==> src/rtl/jt12_pkg.sv <==
// Shared definitions for the jt12 CPU bus front end: register map, FSM states,
// strobe indices and the channel-code helper.
package jt12_pkg;

   localparam logic [7:0] REG_MODE     = 8'h27;
   localparam logic [7:0] REG_KON      = 8'h28;
   localparam logic [7:0] REG_DT1      = 8'h30;
   localparam logic [7:0] REG_TL       = 8'h40;
   localparam logic [7:0] REG_KS_AR    = 8'h50;
   localparam logic [7:0] REG_AMEN_D1R = 8'h60;
   localparam logic [7:0] REG_D2R      = 8'h70;
   localparam logic [7:0] REG_D1L      = 8'h80;
   localparam logic [7:0] REG_SSGEG    = 8'h90;
   localparam logic [7:0] REG_FNUM_LO  = 8'hA0;
   localparam logic [7:0] REG_BLOCK    = 8'hA4;
   localparam logic [7:0] REG_CH3_FNUM = 8'hA8;
   localparam logic [7:0] REG_CH3_BLK  = 8'hAC;
   localparam logic [7:0] REG_ALG      = 8'hB0;
   localparam logic [7:0] REG_PMS      = 8'hB4;

   localparam int UP_KEYON    = 0;
   localparam int UP_ALG      = 1;
   localparam int UP_BLOCK    = 2;
   localparam int UP_FNUMLO   = 3;
   localparam int UP_PMS      = 4;
   localparam int UP_DT1      = 5;
   localparam int UP_TL       = 6;
   localparam int UP_KS_AR    = 7;
   localparam int UP_AMEN_D1R = 8;
   localparam int UP_D2R      = 9;
   localparam int UP_D1L      = 10;
   localparam int UP_SSGEG    = 11;
   localparam int UP_NUM      = 12;

   typedef enum logic [1:0] {
      ST_IDLE = 2'd0,
      ST_ARM  = 2'd1,
      ST_WAIT = 2'd2
   } state_e;

   typedef struct packed {
      logic [2:0]  block;
      logic [10:0] fnum;
   } ch3_reg_t;

   function automatic logic [2:0] ch_code(input logic part, input logic [1:0] low2);
      return {part, low2};
   endfunction

endpackage

==> src/rtl/jt12_busif_ch3.sv <==
// CH3 effect-mode state: mode flag, shared fnum-hi/block latch and the three
// per-operator fnum/block registers for op1..op3.
module jt12_busif_ch3
   import jt12_pkg::*;
(
   input  logic        clk,
   input  logic        rst_n,
   input  logic [7:0]  din,
   input  logic        mode_we,
   input  logic        latch_we,
   input  logic        commit_we,
   input  logic [1:0]  commit_sel,
   output logic        effect,
   output logic [10:0] fnum_op1,
   output logic [10:0] fnum_op2,
   output logic [10:0] fnum_op3,
   output logic [2:0]  block_op1,
   output logic [2:0]  block_op2,
   output logic [2:0]  block_op3
);

   logic     effect_q, effect_d;
   logic [5:0] latch_q, latch_d;
   ch3_reg_t opr_q [3];
   ch3_reg_t opr_d [3];
   logic [1:0] idx;

   // Address low bits 1,2,0 map to op1,op2,op3
   assign idx = (commit_sel == 2'd0) ? 2'd2 : commit_sel - 2'd1;

   always_comb begin
      effect_d = effect_q;
      latch_d  = latch_q;
      for (int i = 0; i < 3; i++) opr_d[i] = opr_q[i];
      if (mode_we)  effect_d = (din[7:6] != 2'b00);
      if (latch_we) latch_d = din[5:0];
      if (commit_we) begin
         opr_d[idx].block = latch_q[5:3];
         opr_d[idx].fnum  = {latch_q[2:0], din};
      end
   end

   always_ff @(posedge clk or negedge rst_n) begin
      if (!rst_n) begin
         effect_q <= 1'b0;
         latch_q  <= '0;
         for (int i = 0; i < 3; i++) opr_q[i] <= '0;
      end else begin
         effect_q <= effect_d;
         latch_q  <= latch_d;
         for (int i = 0; i < 3; i++) opr_q[i] <= opr_d[i];
      end
   end

   assign effect    = effect_q;
   assign fnum_op1  = opr_q[0].fnum;
   assign fnum_op2  = opr_q[1].fnum;
   assign fnum_op3  = opr_q[2].fnum;
   assign block_op1 = opr_q[0].block;
   assign block_op2 = opr_q[1].block;
   assign block_op3 = opr_q[2].block;

endmodule

==> src/rtl/jt12_busif.sv <==
// CPU write front end: latches the register address, decodes data writes into
// one-hot update strobes and holds each strobe through the ring busy handshake.
module jt12_busif
   import jt12_pkg::*;
(
   input  logic        clk,
   input  logic        rst_n,
   input  logic        clk_en,
   input  logic [7:0]  cpu_din,
   input  logic [1:0]  cpu_addr,
   input  logic        cpu_cs_n,
   input  logic        cpu_wr_n,
   output logic [7:0]  cpu_dout,
   output logic [7:0]  din,
   output logic [2:0]  ch,
   output logic [1:0]  op,
   output logic        up_keyon,
   output logic        up_alg,
   output logic        up_block,
   output logic        up_fnumlo,
   output logic        up_pms,
   output logic        up_dt1,
   output logic        up_tl,
   output logic        up_ks_ar,
   output logic        up_amen_d1r,
   output logic        up_d2r,
   output logic        up_d1l,
   output logic        up_ssgeg,
   input  logic        busy,
   output logic        effect,
   output logic [10:0] fnum_ch3op1,
   output logic [10:0] fnum_ch3op2,
   output logic [10:0] fnum_ch3op3,
   output logic [2:0]  block_ch3op1,
   output logic [2:0]  block_ch3op2,
   output logic [2:0]  block_ch3op3
);

   logic              wr, wr_last_q, wr_pulse, accept;
   logic [7:0]        selreg_q, selreg_d;
   logic              part_q, part_d;
   state_e            state_q, state_d;
   logic [7:0]        din_q, din_d;
   logic [2:0]        ch_q, ch_d;
   logic [1:0]        op_q, op_d;
   logic [UP_NUM-1:0] up_q, up_d, up_dec;
   logic              mode_dec, latch_dec, commit_dec;

   assign wr       = !cpu_cs_n && !cpu_wr_n;
   assign wr_pulse = wr && !wr_last_q;
   assign accept   = wr_pulse && cpu_addr[0] && (state_q == ST_IDLE);

   // Decode the selected register; low2==3 is never a valid channel
   always_comb begin
      up_dec     = '0;
      mode_dec   = 1'b0;
      latch_dec  = 1'b0;
      commit_dec = 1'b0;
      if (selreg_q == REG_MODE) begin
         mode_dec = !part_q;
      end else if (selreg_q == REG_KON) begin
         up_dec[UP_KEYON] = !part_q;
      end else if (selreg_q[1:0] != 2'd3) begin
         case ({selreg_q[7:4], 4'h0})
            REG_DT1:      up_dec[UP_DT1]      = 1'b1;
            REG_TL:       up_dec[UP_TL]       = 1'b1;
            REG_KS_AR:    up_dec[UP_KS_AR]    = 1'b1;
            REG_AMEN_D1R: up_dec[UP_AMEN_D1R] = 1'b1;
            REG_D2R:      up_dec[UP_D2R]      = 1'b1;
            REG_D1L:      up_dec[UP_D1L]      = 1'b1;
            REG_SSGEG:    up_dec[UP_SSGEG]    = 1'b1;
            default: begin
               case ({selreg_q[7:2], 2'b00})
                  REG_FNUM_LO:  up_dec[UP_FNUMLO] = 1'b1;
                  REG_BLOCK:    up_dec[UP_BLOCK]  = 1'b1;
                  REG_ALG:      up_dec[UP_ALG]    = 1'b1;
                  REG_PMS:      up_dec[UP_PMS]    = 1'b1;
                  REG_CH3_FNUM: commit_dec        = !part_q;
                  REG_CH3_BLK:  latch_dec         = !part_q;
                  default: ;
               endcase
            end
         endcase
      end
   end

   always_comb begin
      selreg_d = selreg_q;
      part_d   = part_q;
      state_d  = state_q;
      din_d    = din_q;
      ch_d     = ch_q;
      op_d     = op_q;
      up_d     = up_q;
      if (wr_pulse && !cpu_addr[0]) begin
         selreg_d = cpu_din;
         part_d   = cpu_addr[1];
      end
      case (state_q)
         ST_IDLE: begin
            if (accept && (up_dec != '0)) begin
               up_d    = up_dec;
               din_d   = cpu_din;
               ch_d    = ch_code(part_q, selreg_q[1:0]);
               op_d    = selreg_q[3:2];
               state_d = ST_ARM;
            end
         end
         ST_ARM:  if (clk_en && busy) state_d = ST_WAIT;
         ST_WAIT: begin
            if (clk_en && !busy) begin
               up_d    = '0;
               state_d = ST_IDLE;
            end
         end
         default: begin
            up_d    = '0;
            state_d = ST_IDLE;
         end
      endcase
   end

   always_ff @(posedge clk or negedge rst_n) begin
      if (!rst_n) begin
         wr_last_q <= 1'b0;
         selreg_q  <= '0;
         part_q    <= 1'b0;
         state_q   <= ST_IDLE;
         din_q     <= '0;
         ch_q      <= '0;
         op_q      <= '0;
         up_q      <= '0;
      end else begin
         wr_last_q <= wr;
         selreg_q  <= selreg_d;
         part_q    <= part_d;
         state_q   <= state_d;
         din_q     <= din_d;
         ch_q      <= ch_d;
         op_q      <= op_d;
         up_q      <= up_d;
      end
   end

   jt12_busif_ch3 u_ch3 (
      .clk        (clk),
      .rst_n      (rst_n),
      .din        (cpu_din),
      .mode_we    (accept && mode_dec),
      .latch_we   (accept && latch_dec),
      .commit_we  (accept && commit_dec),
      .commit_sel (selreg_q[1:0]),
      .effect     (effect),
      .fnum_op1   (fnum_ch3op1),
      .fnum_op2   (fnum_ch3op2),
      .fnum_op3   (fnum_ch3op3),
      .block_op1  (block_ch3op1),
      .block_op2  (block_ch3op2),
      .block_op3  (block_ch3op3)
   );

   assign cpu_dout    = {state_q != ST_IDLE, 7'b0};
   assign din         = din_q;
   assign ch          = ch_q;
   assign op          = op_q;
   assign up_keyon    = up_q[UP_KEYON];
   assign up_alg      = up_q[UP_ALG];
   assign up_block    = up_q[UP_BLOCK];
   assign up_fnumlo   = up_q[UP_FNUMLO];
   assign up_pms      = up_q[UP_PMS];
   assign up_dt1      = up_q[UP_DT1];
   assign up_tl       = up_q[UP_TL];
   assign up_ks_ar    = up_q[UP_KS_AR];
   assign up_amen_d1r = up_q[UP_AMEN_D1R];
   assign up_d2r      = up_q[UP_D2R];
   assign up_d1l      = up_q[UP_D1L];
   assign up_ssgeg    = up_q[UP_SSGEG];

endmodule

==> config.mk <==
export PLATFORM = sky130hd
export DESIGN_NAME = jt12_busif
export DESIGN_NICKNAME = d
export VERILOG_FILES = /design/src/rtl/jt12_pkg.sv /design/src/rtl/jt12_busif_ch3.sv /design/src/rtl/jt12_busif.sv
export SDC_FILE = /design/constraint.sdc
export NUM_CORES = 1
export LEC_CHECK = 0
export BUFFER_PORTS_ARGS = -buffer_cell sky130_fd_sc_hd__buf_2
export CAP_MARGIN = 0
export CELL_PAD_IN_SITES_DETAIL_PLACEMENT = 1
export CELL_PAD_IN_SITES_GLOBAL_PLACEMENT = 1
export CORE_MARGIN = 2
export CORE_UTILIZATION = 42
export CTS_CLUSTER_DIAMETER = 200
export DETAILED_ROUTE_END_ITERATION = 8
export PLACE_DENSITY = 0.81
export RECOVER_POWER = 50
export SYNTH_ARGS = -nofsm -noshare
export SYNTH_HDL_FRONTEND = slang
export SYNTH_SLANG_ARGS = --single-unit
==> constraint.sdc <==
create_clock -name clk -period 3 [get_ports clk]
set_clock_uncertainty 0.1 [all_clocks]
set_input_delay 0 -clock clk [delete_from_list [all_inputs] [get_ports clk]]
set_output_delay 0 -clock clk [all_outputs]
set_load 0.05 [all_outputs]
==> results.tsv <==
metric	value	unit
tritoncts_clock_tree	yes	
mappedNetlistArea	3680	um^2
dr_total_vias	2528	
port_bufs	84	
insertedDiodeCount	0	
cts.sink_count	86	
drc	0	
worst-slew-pin-transition	2.14	ns
die_x	97.6	um
io_pins	92	
critPathLaunchType	flop	
grt_remaining_overflow	0	
cts_post_setup_buffers_inserted	0	
cp_capture_type	flop	
worst-setup-path-type	flop to flop	
ys_seq_area_share	58.5	%
hold_path_class	primary input to flop	
switching_power_as_a_share_of_total_power	40.2	%
core-area	8590	um^2
gp_congestion	0.878	
post_drt_via_cell_ratio	5.28	
post_cts_resized	0	
avgSynthCellArea	13.9	um^2
count_of_flip_flops_with_a_built_in_enable_after_synthesis	0	
ys_top_cells_by_count	sky130_fd_sc_hd__dfrtp_1 (86), sky130_fd_sc_hd__mux2_2 (61), sky130_fd_sc_hd__nand2_1 (12)	
fp.dieH	97.6	um
synthDistinctLibCells	39	
utilization_of_the_core_after_routing	51.6	%
vdd.ir_drop.worst	0.000303	V
slew-limit-headroom	-42.4	%
synthesis.instances	264	
internal_power	2000	uW
setup_viol	0	
wl_per_cell	18.6	um
dr.first_iter.drc_count	69	
yosysMostFrequentCell	sky130_fd_sc_hd__dfrtp_1	
row_count	34	
first_pass_grt_wire_length	14600	um
pwr_density_cell	755	nW/um^2
fillCellCount	907	
drt-pass1-iter-count	4	
finalCritPeriodShare	85.0	%
synth_top_flop_cell	sky130_fd_sc_hd__dfrtp_1	
synth_top_area_cell	sky130_fd_sc_hd__dfrtp_1	
area_delta_synth_final	20.6	%
max_cap_violations	1	
sum_of_routed_wire_length_over_all_layers	8930	um
timing_hold_violations_final	0	
max_clock_freq	392	MHz
failed_checks	max-capacitance violations, max-slew violations	
netSwitchingPower	1350	uW
die_area	9520	um^2
power_frac_seq	43.6	%
final_max_slew_viol_count	87	
drtAntennaViolNets	0	
grt_antenna_before_repair	0	
layout-drive-gt1-share	28.8	%
crit_path_max_fanout	18	
power.static_leakage	0.00209	uW
final_area	4440	um^2
first_global_vias	2741	
clk-insertion-delay-late	0.35	ns
detailedPlacementHpwl	6080	um
synth_async_sr_flop_share	100	%
cts-htree-levels	3	
num-nets-final	386	
grt_max_degree	87	
floorplan.initialDensity	42.8	%
yosys-top-cells-area	sky130_fd_sc_hd__dfrtp_1 (59%), sky130_fd_sc_hd__mux2_2 (19%), sky130_fd_sc_hd__o2111ai_1 (2.6%), sky130_fd_sc_hd__buf_4 (1.6%), sky130_fd_sc_hd__mux2_4 (1.6%)	
tritoncts.num_buffers	9	
placed_cells_incl_taps	448	
timing.critical_path.required	3.14	ns
aggregate_global_route_resource_usage	19.3	%
fin_setup_tns	0	ns
layout_min_cycle_time	2.55	ns
layoutNonFillerInstCount	479	
synth.yosys.warnings	0	
cts_buffer_depth	2	
crit_arrival	2.69	ns
rsz0062_at_grt	no	
synth.top_cell.area_share	58.5	%
run_status	finished with violations	
clock-root-buffer	sky130_fd_sc_hd__clkbuf_8	
clk_pin_slew_worst_paths	0.09	ns
ys_seq_elements	86	
clock_power_share	25.4	%
placed_cell_area	4180	um^2
combinationalPowerShare	31.0	%
-- final timing paths --
check                                               from                            end  slack (ns)  cells past startpoint
max                               state_q[1]$_DFFE_PN0P_   u_ch3.latch_q[2]$_DFFE_PN0P_        0.45                      4
min                                             cpu_wr_n       u_ch3.effect$_DFFE_PN0P_        0.18                      5
max reg2reg                       state_q[1]$_DFFE_PN0P_   u_ch3.latch_q[2]$_DFFE_PN0P_        0.45                      4
min reg2reg                u_ch3.fnum_op3[5]$_DFFE_PN0P_  u_ch3.fnum_op3[5]$_DFFE_PN0P_        0.41                      1
max in group asynchronous                          rst_n         state_q[0]$_DFFE_PN0P_        0.82                      2
min in group asynchronous                          rst_n           up_q[11]$_DFFE_PN0P_        0.68                      2
-- metal layers --
| metal | routed length, um | track usage (%) | vias up |
|---|---|---|---|
| li1 | - | - | 1155 |
| met2 | 4470 | 32.2 | 59 |
| met1 | 3920 | 24.8 | 1306 |
| met4 | 79 | 5.88 | 0 |
| met3 | 449 | 4.96 | 8 |
| met5 | 0 | 0 | - |
-- state kept, by name, indices dropped and copies added (netlist names) --
signal	count
u_ch3.latch_q	6
op	2
wr_last_q	1
ch	3
u_ch3.block_op3	3
up_q	12
u_ch3.fnum_op3	11
selreg_q	8
din	8
u_ch3.fnum_op2	11
part_q	1
state_q	2
u_ch3.fnum_op1	11
u_ch3.block_op2	3
u_ch3.block_op1	3
u_ch3.effect	1
-- critical path, stage by stage (launching register included) --
cell and delay (ns):
sky130_fd_sc_hd__dfrtp_1 0.44, sky130_fd_sc_hd__nor3b_1 0.34, sky130_fd_sc_hd__nand2_1 0.50, sky130_fd_sc_hd__nor2_1 0.64, sky130_fd_sc_hd__mux2_2 0.41
-- metrics by stage --
step           total power [uW]  setup WS [ns]  hold WS, ns
3_3_place_gp               2510          0.578       0.0954
5_1_grt                    3500          0.227        0.231
3_5_place_dp               2540          0.464        0.100
4_1_cts                    3410          0.428       0.0449
2_1_floorplan              2260          0.926       -0.396
6_report                   3350          0.450        0.179
-- cells in the final DEF (no fill, tap or decap), drive strengths merged, types with 7 or more instances in the layout --
cell type	instances
dfrtp	86
clkbuf	81
mux2	65
buf	19
dlygate4sd3	15
nand2	13
o2111ai	11
nor2	10
o21ai	9
conb	7
-- logic make-up (layout without fill, tap and decap cells) --
logic type                 Yosys count  count (layout)  synth area share [%]
adders and majority gates            4               4                  1.36
other                                1               7                 0.102
DFF                                 86              86                  58.5
and+or+nand+nor                     50              50                  8.16
AOI/OAI and AO/OA                   35              35                  7.65
buffers and inverters               23             124                  3.91
muxes                               65              65                  20.3
-- final cells by class --
type | count | area, um^2 | share of cell area [%]
flip-flops and latches | 86 | 2150 | 48.5
multi-input cells | 161 | 1410 | 31.7
repair buffers | 105 | 526 | 11.8
clock buffers | 10 | 138 | 3.10
well taps | 108 | 135 | 3.05
clock inverters | 6 | 68.8 | 1.55
inverters | 3 | 11.3 | 0.254
-- what timing repair did --
item	in CTS	in global routing
endpoints found under the hold margin	137	0
hold buffers	15	0
setup endpoints to repair	0	0
-- power groups by stage --
stage / logic (uW) / clock network (uW) / registers, uW
floorplan: 374 / 0 / 1890
global placement: 1040 / 0 / 1470
detailed placement: 1070 / 0 / 1480
CTS: 1090 / 866 / 1460
global route: 1100 / 913 / 1480
finish: 1040 / 852 / 1460
No activity file was read; power rests on OpenSTA's default activity.
